[src/rtl/fifo_uart_tx.sv]
// UART transmitter that pops words from a FIFO and sends them LSB-first with start/stop bits.
// Optional even-parity bit between data and stop when FIFO_UART_TX_PARITY_EN is defined.
module fifo_uart_tx #(
    parameter int bits_per_word = 8,
    parameter int clks_per_bit  = 16
) (
    input  logic                     clk,
    input  logic                     areset_n,
    input  logic                     enable,
    input  logic [bits_per_word-1:0] fifo_read_data,
    input  logic                     fifo_empty,
    output logic                     fifo_read,
    output logic                     tx,
    output logic                     busy
);

    localparam int CW = $clog2(clks_per_bit);
    localparam int IW = $clog2(bits_per_word);
    localparam logic [CW-1:0] BAUD_LAST = CW'(clks_per_bit - 1);
    localparam logic [IW-1:0] BIT_LAST  = IW'(bits_per_word - 1);

`ifdef FIFO_UART_TX_PARITY_EN
    typedef enum logic [2:0] {
        IDLE   = 3'd0,
        START  = 3'd1,
        DATA   = 3'd2,
        PARITY = 3'd3,
        STOP   = 3'd4
    } state_t;

    function automatic logic even_parity(input logic [bits_per_word-1:0] word);
        return ^word;
    endfunction
`else
    typedef enum logic [2:0] {
        IDLE  = 3'd0,
        START = 3'd1,
        DATA  = 3'd2,
        STOP  = 3'd4
    } state_t;
`endif

    state_t                   state_r, state_s;
    logic [CW-1:0]            baud_r, baud_s;
    logic [IW-1:0]            bit_r, bit_s;
    logic [bits_per_word-1:0] shift_r, shift_s;
    logic                     tx_r, tx_s;
    logic                     busy_r;
    logic                     pop_s;
    logic                     bit_end_s;
`ifdef FIFO_UART_TX_PARITY_EN
    logic                     parity_r, parity_s;
`endif

    assign bit_end_s = (baud_r == BAUD_LAST);
    assign fifo_read = pop_s & areset_n;
    assign tx        = tx_r;
    assign busy      = busy_r;

    // Next-state, datapath and next-line-level logic
    always_comb begin
        state_s = state_r;
        baud_s  = baud_r;
        bit_s   = bit_r;
        shift_s = shift_r;
        pop_s   = 1'b0;
        tx_s    = 1'b1;
`ifdef FIFO_UART_TX_PARITY_EN
        parity_s = parity_r;
`endif
        case (state_r)
            IDLE: begin
                if (enable && !fifo_empty) begin
                    pop_s   = 1'b1;
                    shift_s = fifo_read_data;
                    bit_s   = {IW{1'b0}};
                    baud_s  = {CW{1'b0}};
                    state_s = START;
`ifdef FIFO_UART_TX_PARITY_EN
                    parity_s = even_parity(fifo_read_data);
`endif
                end else begin
                    state_s = IDLE;
                end
            end
            START: begin
                if (bit_end_s) begin
                    baud_s  = {CW{1'b0}};
                    state_s = DATA;
                end else begin
                    baud_s = baud_r + CW'(1);
                end
            end
            DATA: begin
                if (bit_end_s) begin
                    baud_s = {CW{1'b0}};
                    if (bit_r == BIT_LAST) begin
`ifdef FIFO_UART_TX_PARITY_EN
                        state_s = PARITY;
`else
                        state_s = STOP;
`endif
                    end else begin
                        shift_s = shift_r >> 1;
                        bit_s   = bit_r + IW'(1);
                    end
                end else begin
                    baud_s = baud_r + CW'(1);
                end
            end
`ifdef FIFO_UART_TX_PARITY_EN
            PARITY: begin
                if (bit_end_s) begin
                    baud_s  = {CW{1'b0}};
                    state_s = STOP;
                end else begin
                    baud_s = baud_r + CW'(1);
                end
            end
`endif
            STOP: begin
                if (bit_end_s) begin
                    baud_s  = {CW{1'b0}};
                    state_s = IDLE;
                end else begin
                    baud_s = baud_r + CW'(1);
                end
            end
            default: begin
                state_s = IDLE;
                baud_s  = {CW{1'b0}};
            end
        endcase

        // The line level follows the state being entered so tx is a clean register.
        case (state_s)
            START:   tx_s = 1'b0;
            DATA:    tx_s = shift_s[0];
`ifdef FIFO_UART_TX_PARITY_EN
            PARITY:  tx_s = parity_s;
`endif
            default: tx_s = 1'b1;
        endcase
    end

    // State, counters, shift register and registered outputs
    always_ff @(posedge clk) begin
        if (!areset_n) begin
            state_r <= IDLE;
            baud_r  <= {CW{1'b0}};
            bit_r   <= {IW{1'b0}};
            shift_r <= {bits_per_word{1'b0}};
            tx_r    <= 1'b1;
            busy_r  <= 1'b0;
`ifdef FIFO_UART_TX_PARITY_EN
            parity_r <= 1'b0;
`endif
        end else begin
            state_r <= state_s;
            baud_r  <= baud_s;
            bit_r   <= bit_s;
            shift_r <= shift_s;
            tx_r    <= tx_s;
            busy_r  <= (state_s != IDLE);
`ifdef FIFO_UART_TX_PARITY_EN
            parity_r <= parity_s;
`endif
        end
    end

endmodule

[config.mk]
export PLATFORM = sky130hd
export DESIGN_NAME = fifo_uart_tx
export DESIGN_NICKNAME = d
export VERILOG_FILES = /design/src/rtl/fifo_uart_tx.sv
export SDC_FILE = /design/constraint.sdc
export NUM_CORES = 1
export LEC_CHECK = 0
export ABC_AREA = 1
export CAP_MARGIN = 15
export CORE_UTILIZATION = 40
export DETAILED_ROUTE_END_ITERATION = 16
export PLACE_DENSITY_LB_ADDON = 0.3
export SLEW_MARGIN = 5
export SYNTH_ARGS = -nofsm -noshare
export SYNTH_HDL_FRONTEND = slang
export SYNTH_SLANG_ARGS = --single-unit
[constraint.sdc]
create_clock -name clk -period 2.19 [get_ports clk]
set_input_delay 0.219 -clock clk [delete_from_list [all_inputs] [get_ports clk]]
set_output_delay 0.219 -clock clk [all_outputs]
set_load 0.01 [all_outputs]
# == Word-level counts from Yosys, hierarchy flattened ==
# Index checks and enable logic that the tools add are counted.
# op_classes
n_bitwise,1
add_sub_neg,2
div_mod_pow,0
muxes,20
n_shift,0
order_cmp,0
eq_ne,10
reduce_logical,7
multipliers,0
# ops
op,count
two-way mux 8 bit,3
two-way mux 3 bit,7
case mux 8 bit (2 select lines),1
case mux 3 bit (4 select lines),1
two-way mux 4 bit,2
case mux 4 bit (2 select lines),1
== test 3 x 1 -> 1 bit (second input constant),2
== test 3 x 2 -> 1 bit (second input constant),2
== test 3 bit (second input constant),2
!= test 2 bit (second input constant),3
case mux 3 bit (2 select lines),1
adder 4 x 1 -> 4 bit (second input constant),1
== test 4 bit (second input constant),1
AND reduction 4 bit,1
adder 3 x 1 -> 3 bit (second input constant),1
zero test 3 bit,1
two-way mux 1 bit,3
nonzero test 3 bit,1
OR reduction 3 bit,1
case mux 1 bit (2 select lines),1
nonzero test 2 bit,1
bitwise AND 1 bit,1
logical AND 1 bit,1
zero test 1 bit,1
# word_totals
output_inout_bits,3
n_memories,0
ff_bits,20
in_bits,12
latch_bits,0
wordCells,47
mem_bits_ro,0
ram_bits,0

# == Longest topological paths before layout ==
# depth
ltp_word,6
ltp_mapped,9
ltp_nobuf,9

# == Least setup slack after synthesis ==
# Ideal clock, no wire load.
# synth_path
path_type,register to register
startpoint,reg bit_r[0]
endpoint,reg shift_r[3]
stages_incl_launch_ff,9
path_slack_ns,0.901
setup_time_ns,0.058
required_time_ns,2.132
n_path_buf,0
arrival_time_ns,1.231
path_cell_list,dfxtp_1 ha_1 ha_1 inv_1 nand4_1 nor2_2 nand2_1 nand2_1 o21a_1
# synth_between
elab_chain_cells,3
# synth_lines
item,line,text
from (decl),45,"logic [IW-1:0] bit_r, bit_s;"
from (signal assigned),151,bit_r <= {IW{1'b0}};
from (signal assigned),161,bit_r <= bit_s;
== test 3 bit,97,if (bit_r == BIT_LAST) begin
!= test 2 bit (no line),--,
AND reduction 4 bit (no line),--,
to (signal assigned),152,shift_r <= {bits_per_word{1'b0}};
to (signal assigned),162,shift_r <= shift_s;
to (decl),46,"logic [bits_per_word-1:0] shift_r, shift_s;"
# Every way passes these cells.
# A chain may end at the register's enable or synchronous reset.

# == Final worst setup path ==
# layout_path
startpoint,in enable
endpoint,out fifo_read
# layout_between
elab_chain_cells,4
# layout_lines
item,line,text
from (decl),9,"input logic enable,"
logical AND 1 bit,73,if (enable && !fifo_empty) begin
two-way mux 1 bit,73,
two-way mux 1 bit,71,case (state_r)
bitwise AND 1 bit,56,assign fifo_read = pop_s & areset_n;
to (decl),12,"output logic fifo_read,"
# Every way passes these cells.

==> summary.md <==
| Metric | Value |
|---|---|
| Via count | `896` |
| Mapped cell area | `1040 um^2` |
| Max-cap violations | `0` |
| Final Hold Fails | `0` |
| Post-DP HPWL | `1.49 mm` |
| VDD IR max | `371 uV` |
| Skew-Pair Late Insertion Delay | `0.31 ns` |
| Reg2reg start | `bit_r[0]` |
| Max clock buf depth | `2` |
| Hold Path Depth | `3` |
| Starting Density | `0.422` |
| Die Ht | `52.9 um` |
| Post-DRT Antenna Nets | `0` |
| Setup tns final | `0 ns` |
| CTS root buf | `clkbuf_4` |
| CP Max Fanout | `5` |
| CTS sink count | `20` |
| CP arrival | `1.67 ns` |
| Hold buffers post-CTS | `0` |
| Die W | `52.9 um` |
| Core area | `2450 um^2` |
| Min-delay worst type | `in2reg` |
| Place WS | `0.290 ns` |
| Seq. cell area | `400 um^2` |
| Synth unique cells | `25` |
| Run status | `finished, final reports clean` |
| Initial antenna violation count | `0` |
| NumNets Final | `172` |
| Worst Max-Slew Pin Slew | `0.262 ns` |
| Global-route wire length before repair | `3.39 mm` |
| Layout area overhead | `19.7%` |
| WP data required | `1.97 ns` |
| Routability cong. | `0.809` |
| Final non-filler cell total | `186` |
| Post-synth top area cell | `dfxtp_1` |
| Count of final setup violators | `0` |
| Vias/cell | `4.82` |
| Num CTS Buffers | `3` |
| Startpoint Class | `input pin` |
| Power per cell area | `565 nW/um^2` |
| Clock skew | `0.00974 ns` |
| CTS tree | `built` |
| Crit end category | `output port` |
| Share of layout cells above drive strength 1 | `0.135` |
| Placed cell count | `182` |
| Hold EP | `shift_r[7]` |
| R2R Path End | `shift_r[3]` |
| Crit path kind | `in2out` |
| Top post-synthesis cells by area | `dfxtp_1, nand2_1, nor2_1` |
| Port bufs | `14` |
| Row count | `18` |
| DR WL/cell | `10.3 um` |
| Slew HR | `0.824` |
| Power Total | `701 uW` |
| Routed wire length | `1.92 mm` |
| FF-to-FF setup slack | `0.73 ns` |
| Pleak | `0.000548 uW` |
| Syn Nets | `153` |
| GRT Util Overall | `0.170` |
| Synth Register Bits | `20` |
| Fill cells | `255` |
| Total grt overflow | `0` |
| Pre-antenna DRT Iters | `4` |
| DIE AREA | `2800 um^2` |
| Post-synthesis average cell area | `7.51 um^2` |
| Final Critical Period | `1.88 ns` |
| Vias in the first global route | `790` |
| Clock edge transition at the registers on the reported setup and hold paths | `0.12 ns` |
| DRC | `0` |
| Ys Warns | `0` |
| Worst r2r path cells | `8` |
| H-Tree Depth | `1` |
| Largest net degree at the start of global routing | `12` |
| Initial DRC count | `8` |
| Setup ws final | `0.305 ns` |
| CTS resizes | `0` |
| IO Pins | `15` |
| Register area share after synthesis | `0.386` |
| Post-CTS setup buffer count | `0` |
| Post-synth top area share | `0.386` |
| Min-delay src | `fifo_read_data[7]` |
| FMAX | `531 MHz` |
| RSZ-0062 raised after global routing | `false` |
| Crit share post-route | `0.861` |
| Pins Over Slew Limit | `0` |
| Diodes inserted | `0` |
| Synth Instances | `138` |
| Area of the multi-input gates | `549 um^2` |
==> cells in the mapped netlist, drive strengths merged <==
library cell and instances:
nand2 35, nor2 27, dfxtp 20, inv 15
nand3 12, a21oi 10, o21ai 7, ha 3
o21a 2, buf 1, clkbuf 1, nand3b 1
nand4 1, o22ai 1, or2 1, xor2 1
==> layer usage <==
layer,vias up,global-route usage,part of all wire
li1,482,-,-
met1,396,0.217,0.48
met2,13,0.270,0.46
met3,5,0.0259,0.034
met4,0,0.0921,0.020
met5,-,0,0
==> cells by family (layout without fill, tap and decap cells) <==
family                   after synthesis  count (layout)  share of synthesized area
XOR/XNOR                               1               1                    0.00846
buffers and inverters                 17              35                     0.0833
adder cells (fa/ha/maj)                3               3                     0.0362
flip-flops                            20              20                      0.386
AND/OR/NAND/NOR                       77              77                      0.376
AO/OA/AOI/OAI                         20              20                      0.110
==> final cells by class <==
type / instances / share of cell area
inverter: 15 / 0.0494
sequential: 20 / 0.323
tap: 30 / 0.0303
multi-input combinational: 101 / 0.443
clock buffer: 4 / 0.0293
timing repair buffer: 16 / 0.125
==> sequential cells by signal, indices dropped and copies added, names as in the netlist <==
name / cells
state_r: 3
tx: 1
bit_r: 3
busy: 1
baud_r: 4
shift_r: 8
==> worst max-delay path by stage <==
stage / endpoint / depth (start not counted) / slack, ns / from
2_1_floorplan: shift_r[3] / 8 / 0.90 / bit_r[0]
3_3_place_gp: fifo_read / 6 / 0.29 / enable
3_5_place_dp: fifo_read / 6 / 0.29 / enable
4_1_cts: fifo_read / 4 / 0.28 / state_r[0]
5_1_grt: fifo_read / 6 / 0.20 / enable
6_report: fifo_read / 6 / 0.31 / enable
==> per-stage QoR <==
step | utilization | area, um^2 | hold slack, ns
3_3_place_gp | 0.490 | 1200 | 0.452
6_report | 0.505 | 1240 | 0.468
5_1_grt | 0.505 | 1240 | 0.489
4_1_cts | 0.505 | 1240 | 0.470
3_5_place_dp | 0.490 | 1200 | 0.465
2_1_floorplan | - | 1040 | 0.364
==> power breakdown <==
group	internal, uW	leakage (uW)	total, uW	switching [uW]
Clock	101	0.0000210	219	117
Combinational	47.0	0.000363	94.9	47.8
Sequential	379	0.000163	387	8.20
Total	528	0.000548	701	173
==> critical path, stage by stage <==
cell             delay [ns]
clkdlybuf4s50_1        0.45
inv_1                  0.04
nor2_2                 0.16
nand3_4                0.15
nor2_1                 0.11
clkdlybuf4s50_1        0.54
==> layout by cell type (no fill, tap or decap), types with 3 or more instances in the layout <==
master,count
o21ai_0,5
nand3_1,10
nand2_1,32
dfxtp_1,20
clkdlybuf4s50_1,14
nor2_1,23
inv_1,12
clkbuf_4,3
a21oi_1,8
ha_1,3
Power figures use the tool's default switching activity.
